$ cat src/rtl/fetch_redirect.sv
// Instruction-fetch PC unit: issues word fetches, fills the IF/ID register and applies branch/JAL redirects.
// Optional redirect statistics counter enabled by defining FETCH_REDIRECT_STATS_EN.
module fetch_redirect #(
  parameter logic [31:0] RESET_PC = 32'd1
) (
  input  logic        clk,
  input  logic        reset,
  input  logic        stall_in,
  input  logic        br_success,
  input  logic [31:0] br_pc,
  input  logic [31:0] br_offset,
  output logic        imem_req,
  output logic [31:0] imem_addr,
  input  logic        imem_ready,
  input  logic [31:0] imem_rdata,
  output logic        if_valid,
  output logic [31:0] if_instr,
  output logic [31:0] if_pc,
  output logic        flush
`ifdef FETCH_REDIRECT_STATS_EN
  ,
  output logic [31:0] redirect_count
`endif
);

  typedef enum logic [1:0] {
    BOOT     = 2'd0,
    FETCH    = 2'd1,
    REDIRECT = 2'd2
  } state_t;

  state_t      state_q, state_d;
  logic [31:0] pc_q, pc_d;
  logic        if_valid_q, if_valid_d;
  logic [31:0] if_instr_q, if_instr_d;
  logic [31:0] if_pc_q, if_pc_d;
  logic        take_redirect;
  logic        fetch_step;

  always_ff @(posedge clk or posedge reset) begin
    if (reset) begin
      state_q    <= BOOT;
      pc_q       <= RESET_PC;
      if_valid_q <= 1'b0;
      if_instr_q <= 32'd0;
      if_pc_q    <= 32'd0;
    end else begin
      state_q    <= state_d;
      pc_q       <= pc_d;
      if_valid_q <= if_valid_d;
      if_instr_q <= if_instr_d;
      if_pc_q    <= if_pc_d;
    end
  end

  // Branch inputs only steer next-state logic; outputs are all registered or decoded from state.
  always_comb begin
    state_d       = state_q;
    pc_d          = pc_q;
    if_valid_d    = if_valid_q;
    if_instr_d    = if_instr_q;
    if_pc_d       = if_pc_q;
    take_redirect = 1'b0;
    fetch_step    = 1'b0;
    case (state_q)
      BOOT: begin
        state_d    = FETCH;
        if_valid_d = 1'b0;
        if_instr_d = 32'd0;
      end
      FETCH: begin
        if (br_success) begin
          take_redirect = 1'b1;
          state_d       = REDIRECT;
          pc_d          = br_pc + br_offset;
          if_valid_d    = 1'b0;
          if_instr_d    = 32'd0;
        end else if (!stall_in) begin
          fetch_step = 1'b1;
        end
      end
      REDIRECT: begin
        // Branch and stall here come from squashed instructions, so they are ignored.
        state_d    = FETCH;
        fetch_step = 1'b1;
      end
      default: begin
        state_d = BOOT;
      end
    endcase
    if (fetch_step) begin
      if (imem_ready) begin
        if_instr_d = imem_rdata;
        if_pc_d    = pc_q;
        if_valid_d = 1'b1;
        pc_d       = pc_q + 32'd1;
      end else begin
        if_valid_d = 1'b0;
        if_instr_d = 32'd0;
      end
    end
  end

  assign imem_req  = (state_q != BOOT);
  assign imem_addr = pc_q;
  assign if_valid  = if_valid_q;
  assign if_instr  = if_instr_q;
  assign if_pc     = if_pc_q;
  assign flush     = (state_q == REDIRECT);

`ifdef FETCH_REDIRECT_STATS_EN
  logic [31:0] redirect_count_q, redirect_count_d;

  always_comb begin
    redirect_count_d = redirect_count_q;
    if (take_redirect && (redirect_count_q != 32'hFFFF_FFFF)) begin
      redirect_count_d = redirect_count_q + 32'd1;
    end
  end

  always_ff @(posedge clk or posedge reset) begin
    if (reset) begin
      redirect_count_q <= 32'd0;
    end else begin
      redirect_count_q <= redirect_count_d;
    end
  end

  assign redirect_count = redirect_count_q;
`endif

endmodule

$ cat config.mk
export PLATFORM = sky130hd
export DESIGN_NAME = fetch_redirect
export DESIGN_NICKNAME = d
export VERILOG_FILES = /design/src/rtl/fetch_redirect.sv
export SDC_FILE = /design/constraint.sdc
export NUM_CORES = 1
export LEC_CHECK = 0
export CAP_MARGIN = 20
export CORE_AREA = 2 2 113 115
export DETAILED_ROUTE_END_ITERATION = 16
export DIE_AREA = 0 0 115 117
export PLACE_DENSITY = 0.95
export SETUP_SLACK_MARGIN = 0.5
export SYNTH_ARGS = -nofsm -noshare
export SYNTH_HDL_FRONTEND = slang
export SYNTH_SLANG_ARGS = --single-unit
export TNS_END_PERCENT = 100
$ cat constraint.sdc
create_clock -name clk -period 9.8 [get_ports clk]
set_input_delay 1.96 -clock clk [delete_from_list [all_inputs] [get_ports clk]]
set_output_delay 1.96 -clock clk [all_outputs]
set_load 0.01 [all_outputs]
## Word level (Yosys, flattened, before mapping)

Index checks and enable logic that the tools add are counted.

| word-level totals | value |
|---|---|
| output and inout port bits | 99 |
| input port bits | 101 |
| register bits | 99 |

| operators by class | value |
|---|---|
| add/subtract/negate cells | 2 |
| multiplexer cells | 17 |
| eq/ne operators | 4 |
| reductions and logical operators | 6 |

Operators by type and width:

| cell | count |
|---|---|
| $mux 32 | 7 |
| $pmux 32 s2 | 1 |
| $add 32x1->32 const B | 1 |
| $add 32x32->32 | 1 |
| $mux 1 | 5 |
| $pmux 1 s2 | 2 |
| $pmux 2 s2 | 1 |
| $reduce_and 2->1 | 2 |
| $ne 3x3->1 const B | 1 |
| $reduce_bool 3->1 | 1 |
| $eq 2x1->1 const B | 1 |
| $eq 2x2->1 const B | 1 |
| $logic_not 2->1 | 1 |
| $mux 2 | 1 |
| $ne 2x2->1 const B | 1 |
| $reduce_bool 2->1 | 1 |
| $reduce_or 2->1 | 1 |

## Longest topological paths before layout

Gate-level depths: netlist of the first run.

| depth | value |
|---|---|
| depth in word-level cells | 5 |
| gate-level depth with buffers | 10 |
| gate-level depth less buffers | 10 |

## Worst setup path after synthesis of the first run

Ideal clock, no wire load.

| timing | value |
|---|---|
| kind | in2reg |
| start | in br_pc[0] |
| end | reg pc_q[28], in the netlist imem_addr[28] |
| stages on the path | 10 |
| library setup time | 137 ps |
| arrival time | 4128 ps |
| slack | 5535 ps |
| cell sequence | ha_1 -> fa_1 -> a21o_2 -> a311o_2 -> nand3_2 -> o21ai_0 -> o31a_1 -> a31o_2 -> xnor2_1 -> o21ai_0 |

| between the ends | value |
|---|---|
| cells in the longest elaborated chain, start to end | 5 |

Ends and longest elaborated chain:

| item | RTL line | RTL |
|---|---|---|
| start, declared | 10 | `input logic [31:0] br_pc,` |
| $add 32x32->32 * | 75 | `pc_d = br_pc + br_offset;` |
| $mux 32 * | 72 | `if (br_success) begin` |
| $mux 32 * | 65 | `case (state_q)` |
| $mux 32 | 92 | `if (imem_ready) begin` |
| $mux 32 * | 91 | `if (fetch_step) begin` |
| via pc_d[28] | 33 | `logic [31:0] pc_q, pc_d;` |
| end signal, assigned | 49 | `pc_q <= pc_d;` |
| end, declared | 33 |  |

The timed path passes the listed nets; every way through them passes the cells marked *.
A chain may end at the register's enable or synchronous reset.

## Worst setup path after layout of the first run

Ends and elaborated chain as after synthesis.

==> summary.md, run 1 <==
| Metric | Value |
|---|---|
| Leakage | `3.653 nW` |
| CTS Buffer Depth | `2` |
| Post-synth ARST share | `100.0%` |
| Effective utilization at floorplan | `48.47%` |
| Hold WC Path Type | `flip-flop to flip-flop` |
| Synth warn | `0` |
| Die height | `117 um` |
| FP Rows | `41` |
| Period utilization | `46.53%` |
| Worst IR drop on VDD | `0.1420 mV` |
| Die Wd | `115 um` |
| Hold Vio Cnt, Final | `0` |
| Fillers | `957` |
| PortBufs | `199` |
| Min-delay src | `if_pc[11]` |
| Post-Syn Instances | `680` |
| Switch share | `39.10%` |
| RR Endpoint | `imem_addr[26]` |
| CP Class | `input port to flip-flop` |
| Max transition margin | `35.49%` |
| Worst Path Arrival | `4760 ps` |
| Hold buffers post-CTS | `0` |
| First-pass GRT wire length | `27.17 mm` |
| # Max-Cap Violations | `0` |
| RSZ-0062 raised after global routing | `no` |
| Initial antenna violation count | `0` |
| Hpwl dp | `12.79 mm` |
| Worst Clk Skew | `7.589 ps` |
| Reg2reg setup slack | `6670 ps` |
| Vias per inst | `5.932` |
| 1st-iter DRT viols | `656` |
| Area occupied by multi-input gates | `3316 um2` |
| Area Overhead vs Synth | `40.57%` |
| Syn_nets | `817` |
| Vias in the first global route | `5518` |
| Critical path capture point type | `flip-flop` |
| Outcome | `completed` |
| # IOs | `200` |
| Wirelength per Cell | `17.00 um` |
| Core Footprint | `12310 um2` |
| P_int | `1.366 mW` |
| Post-synthesis sequential area ratio | `41.54%` |
| Startpoint Class | `input port` |
| GRT overflow | `0` |
| Htree depth | `3` |
| Clock group share of total power | `16.5%` |
| FF-to-FF path depth | `10` |
| Share of layout cells above drive strength 1 | `4.383%` |
| Worst-path clk slew | `60 ps` |
| Combinational share of power | `49.9%` |
| Synth Area per Inst | `8.775 um2` |
| CTS tree | `built` |
| Number of synthesized flops with an enable pin | `0` |
| Main flop type after synthesis | `dfrtp_1` |
| Setup repair bufs after CTS | `0` |
| Fmax achieved | `0.2193 GHz` |
| Number of diodes | `0` |
| Mapped Area | `5967 um2` |
| Post-place setup slack | `4870 ps` |
| Hold path endpoint | `if_pc[11]` |
| Reg area | `2479 um2` |
| Setup TNS Final | `0 ps` |
| Required @ worst endpoint | `10000 ps` |
| Minimum clock period | `4559 ps` |
| Remaining antenna violation count | `0` |
| Via Count | `6033` |
| Post-synth cell types | `61` |
| Cts repair resizes | `0` |
| Net Switching | `0.8773 mW` |
| Routed WL | `17.29 mm` |
| Clk_lat worst skew | `340 ps` |
| GRT Total Usage | `25.12%` |
| Clock Sinks | `99` |
| Critical Path Fanout Max | `3` |
| DRC Markers | `0` |
| Root buf cell | `clkbuf_16` |
| Power per Cell Area | `267.5 nW/um2` |
| Die Area | `13460 um2` |
| Setup ws final | `5241 ps` |
| Final setup viols | `0` |
| Max Slew Vio Count | `0` |
| Num CTS Buffers | `9` |
| Sequential power share | `33.6%` |
| Hold depth | `2` |
| Largest net degree at the start of global routing | `60` |
| Worst-Margin Slew | `960.2 ps` |
| #FFs+latches synth | `99` |
| Post-layout nets | `1000` |
| R2r startpoint | `state_q[1]` |
| Final RePlAce weighted congestion | `0.9052` |
| DRT Pass-1 Iters | `5` |
## placed cells by master (no fill, tap or decap), types with 6 or more instances in the layout
cell type,netlist,final
nand4_1,12,12
o21ai_0,35,35
nor3_1,16,16
o21bai_1,7,7
ha_1,35,35
a21o_1,12,12
a21oi_1,76,75
a22o_1,32,32
nor2_1,32,32
a31oi_1,8,7
buf_4,0,7
inv_1,13,12
nand3_1,24,24
clkdlybuf4s50_1,0,199
clkbuf_16,0,9
xor2_1,10,10
nand2_1,130,130
dfrtp_1,98,98
xnor2_1,18,18
nor2b_1,6,6
o22ai_1,11,11
and3_1,8,8
## area by class of cell
| cell class | count | area share (%) |
|---|---|---|
| Multi-Input combinational cell | 534 | 39.53 |
| Sequential cell | 99 | 29.55 |
| Timing Repair Buffer | 206 | 24.37 |
| Clock buffer | 13 | 2.983 |
| Tap cell | 150 | 2.237 |
| Clock inverter | 2 | 0.7160 |
| Inverter | 13 | 0.6116 |
## synth_stat cells, types with 4 or more instances
master | instances | area, um2
a21o_1 | 12 | 90.09
a21oi_1 | 76 | 380.4
a221oi_1 | 4 | 35.03
a22o_1 | 32 | 280.3
a31oi_1 | 8 | 50.05
and2_1 | 4 | 25.02
and3_1 | 8 | 50.05
and4_1 | 4 | 35.03
buf_1 | 4 | 15.01
buf_2 | 5 | 25.02
clkbuf_1 | 25 | 93.84
dfrtp_1 | 98 | 2452
ha_1 | 35 | 437.9
inv_1 | 13 | 48.80
nand2_1 | 130 | 488.0
nand3_1 | 24 | 120.1
nand4_1 | 12 | 75.07
nor2_1 | 32 | 120.1
nor2b_1 | 6 | 37.54
nor3_1 | 16 | 80.08
o211ai_1 | 4 | 30.03
o21ai_0 | 35 | 175.2
o21bai_1 | 7 | 52.55
o22ai_1 | 11 | 68.82
xnor2_1 | 18 | 157.7
xor2_1 | 10 | 87.58
## per-layer routing
layer	track usage (%)	routed length, um	vias up
li1	-	-	2861
met1	33.22	7246	2824
met2	41.45	8170	315
met3	3.759	1429	33
met4	10.76	441	0
met5	0	0	-
## metrics by stage
step | total power, mW | cells | hold slack, ps | area (um2) | util (%)
4_1_cts | 2.240 | 1017 | 478.5 | 8388 | 68.13
2_1_floorplan | 1.293 | 680 | 476.2 | 5967 | -
3_3_place_gp | 1.822 | 1002 | 457.0 | 8078 | 65.61
5_1_grt | 2.381 | 1017 | 503.3 | 8388 | 68.13
6_report | 2.244 | 1017 | 469.5 | 8388 | 68.13
3_5_place_dp | 1.859 | 1002 | 463.5 | 8078 | 65.61
## worst max-delay path, cell delays in order
cell	delay, ps
clkdlybuf4s50_1	410
ha_1	240
fa_1	420
a21o_2	250
a311o_2	410
nand3_2	90
o21ai_0	170
o31a_1	330
a31o_2	250
xnor2_1	140
o21ai_0	90
## how the worst max path moves through the flow
stage	to	cells past startpoint	from
finish	imem_addr[28]	11	br_pc[0]
global route	imem_addr[28]	11	br_pc[0]
CTS	imem_addr[28]	11	br_pc[0]
detailed placement	imem_addr[28]	11	br_pc[0]
global placement	imem_addr[28]	11	br_pc[0]
floorplan	if_instr[0]	1	reset
## logic make-up (layout without fill, tap and decap cells)
group / Yosys count / in the layout / share of synthesized area [%]
and+or+nand+nor: 247 / 247 / 18.91
AOI/OAI and AO/OA: 220 / 220 / 24.20
DFF: 99 / 99 / 41.54
buffers and inverters: 47 / 234 / 3.061
adders and majority gates: 36 / 36 / 7.675
xor gates and xnor gates: 28 / 28 / 4.110
muxes: 3 / 3 / 0.5033
## power by group through the flow
stage	Clock (mW)	Combinational [mW]	Sequential (mW)
final	0.370	1.12	0.755
after global routing	0.394	1.21	0.775
after CTS	0.374	1.12	0.748
after detailed placement	0	1.11	0.753
after global placement	0	1.08	0.743
after floorplan	0	0.495	0.798
## registers in the layout (all words and copies together) (netlist names)
| signal | cells |
|---|---|
| if_instr | 32 |
| if_pc | 32 |
| imem_addr | 32 |
| state_q | 2 |
| if_valid | 1 |
Note: power is estimated with default switching activity, not from simulation.
==> run 2: changes to the inputs <==
- CORE_AREA: 2 2 113 115 -> 2 2 123 125
- DIE_AREA: 0 0 115 117 -> 0 0 125 127
- PLACE_DENSITY: 0.95 -> 0.86
- clock period: 9.8 -> 4.1 ns (I/O delays scaled with it)
==> run 2 against run 1 <==
Effect of this change: clock skew is 0.67 ps higher; core utilization is 9.4 points lower; sequential cell count stayed put; routed wire length is 0.57% higher; worst setup slack worse by 4600 ps; largest power group unchanged; highest routed layer unchanged.
==> summary.md, run 2 (same netlist as run 1, synthesis figures left out) <==
| Metric | Value |
|---|---|
| Outcome | `completed (unchanged)` |
| Area occupied by multi-input gates | `3316 um2 (unchanged)` |
| Power per Cell Area | `635.9 nW/um2 (was 267.5 nW/um2)` |
| CTS tree | `built (unchanged)` |
| Remaining antenna violation count | `0 (unchanged)` |
| Reg area | `2479 um2 (unchanged)` |
| Hold Vio Cnt, Final | `0 (unchanged)` |
| Number of diodes | `0 (unchanged)` |
| Critical path capture point type | `flip-flop (unchanged)` |
| Wirelength per Cell | `16.48 um (was 17.00 um)` |
| Fillers | `1290 (was 957)` |
| Hold WC Path Type | `flip-flop to flip-flop (unchanged)` |
| Core Footprint | `14420 um2 (was 12310 um2)` |
| Cell Count Post-Placement | `1039 (was 1002)` |
| Worst Clk Skew | `8.260 ps (was 7.589 ps)` |
| Most frequent cells in the layout | `clkdlybuf4s50_1 (199), nand2_1 (130), dfrtp_1 (98) (unchanged)` |
| First-pass GRT wire length | `28.51 mm (was 27.17 mm)` |
| GRT overflow | `0 (unchanged)` |
| Worst Path Arrival | `3720 ps (was 4760 ps)` |
| Initial antenna violation count | `0 (unchanged)` |
| Period utilization | `84.25%` |
| Die height | `127 um (was 117 um)` |
| Vias in the first global route | `5580 (was 5518)` |
| Hpwl dp | `13.12 mm (was 12.79 mm)` |
| Largest net degree at the start of global routing | `56 (was 60)` |
| Worst-Margin Slew | `1034 ps (was 960.2 ps)` |
| Max transition margin | `30.84% (was 35.49%)` |
| Worst-path clk slew | `70 ps (was 60 ps)` |
| Most common cell after layout, fill and taps aside | `clkdlybuf4s50_1 (unchanged)` |
| Cts repair resizes | `0 (unchanged)` |
| Finished Layout Cells | `1055 (was 1017)` |
| Share of layout cells above drive strength 1 | `5.166% (was 4.383%)` |
| PortBufs | `199 (unchanged)` |
| Final RePlAce weighted congestion | `0.9154 (was 0.9052)` |
| Final setup viols | `0 (unchanged)` |
| Root buf cell | `clkbuf_16 (unchanged)` |
| RSZ-0062 raised after global routing | `no (unchanged)` |
| DRC Markers | `0 (unchanged)` |
| Grt peak-use layer | `met2 (unchanged)` |
| Worst IR drop on VDD | `0.2678 mV (was 0.1420 mV)` |
| CTS Buffer Depth | `2 (unchanged)` |
| Met3 Usage GRT | `3.559% (was 3.759%)` |
| Hold buffers post-CTS | `0 (unchanged)` |
| Effective utilization at floorplan | `41.37% (was 48.47%)` |
| Setup repair bufs after CTS | `0 (unchanged)` |
| Vias per inst | `5.570 (was 5.932)` |
| # IOs | `200 (unchanged)` |
| Fmax achieved | `0.2895 GHz` |
| FP Rows | `44 (was 41)` |
| Via Count | `5876 (was 6033)` |
| GRT Total Usage | `21.76% (was 25.12%)` |
| Post-layout nets | `1003 (was 1000)` |
| 1st-iter DRT viols | `532 (was 656)` |
| Routed WL | `17.39 mm (was 17.29 mm)` |
| Clk_lat worst skew | `340 ps (about the same)` |
| Minimum clock period | `3454 ps` |
| Die Area | `15880 um2 (was 13460 um2)` |
| Startpoint Class | `input port (unchanged)` |
| # Max-Cap Violations | `0 (unchanged)` |
| Htree depth | `3 (unchanged)` |
| Setup TNS Final | `0 ps (unchanged)` |
| Clock Sinks | `99 (unchanged)` |
| Area Overhead vs Synth | `41.96% (was 40.57%)` |
| GRT met2 Usage | `35.39% (was 41.45%)` |
| GR Layer Usage met1 | `30.39% (was 33.22%)` |
| Die Wd | `125 um (was 115 um)` |
| Hold slack | `471.2 ps (was 469.5 ps)` |
| DRT Pass-1 Iters | `7 (was 5)` |
| CP Class | `input port to flip-flop (unchanged)` |
| Num CTS Buffers | `9 (unchanged)` |
| Leakage | `3.673 nW (was 3.653 nW)` |
| Required @ worst endpoint | `4360 ps (was 10000 ps)` |
| Critical Path Fanout Max | `3 (unchanged)` |
| Max Slew Vio Count | `0 (unchanged)` |
==> run 2: layout make-up <==
class,instances,share of cell area (%)
clock buffer,10,2.821
inverter,13,0.6056
tap,184,2.718
sequential,99,29.26
multi-input combinational,534,39.14
clock inverter,6,1.049
timing repair buffer,209,24.40
==> run 2: layer usage <==
metal / vias to the layer above / share of wire [%] / wire length (um)
met5: - / 0 / 0
met4: 0 / 1.7 / 297
met3: 20 / 7.1 / 1234
met2: 296 / 45 / 7819
met1: 2708 / 46 / 8035
li1: 2852 / - / -
==> run 2: report_power, final <==
part	switching [mW]	internal (mW)	total, mW
Clock	0.361	0.551	0.912
Sequential	0.402	1.40	1.80
Combinational	1.34	1.33	2.67
Total	2.11	3.28	5.39
==> run 2: worst paths after layout <==
path / startpoint / endpoint / slack, ps / depth (start not counted)
worst max-delay path: br_pc[0] / imem_addr[28] / 650 / 11
worst min-delay path: if_pc[9] / if_pc[9] / 470 / 2
worst max register to register: imem_addr[6] / imem_addr[21] / 1490 / 7
worst min register to register: if_pc[9] / if_pc[9] / 470 / 2
max in group asynchronous: reset / if_instr[10] / 2330 / 3
min in group asynchronous: reset / if_instr[16] / 940 / 2
==> run 2: metrics by stage <==
step	setup slack [ps]	power (mW)	area [um2]	util, %
final	645.6	5.386	8471	58.73
after global placement	373.8	4.404	8143	56.45
after global routing	513.8	5.752	8471	58.73
after floorplan	691.2	3.090	5967	-
after CTS	652.2	5.404	8471	58.73
after detailed placement	293.0	4.466	8143	56.45
==> run 2: critical path, cell delays in order <==
cell and delay [ps]:
clkdlybuf4s50_1 400, ha_1 240, fa_1 440, a21o_2 260, a311o_2 410, nand3_2 110
o21ai_0 180, o31a_1 340, a31o_2 250, xnor2_1 110, o21ai_0 150
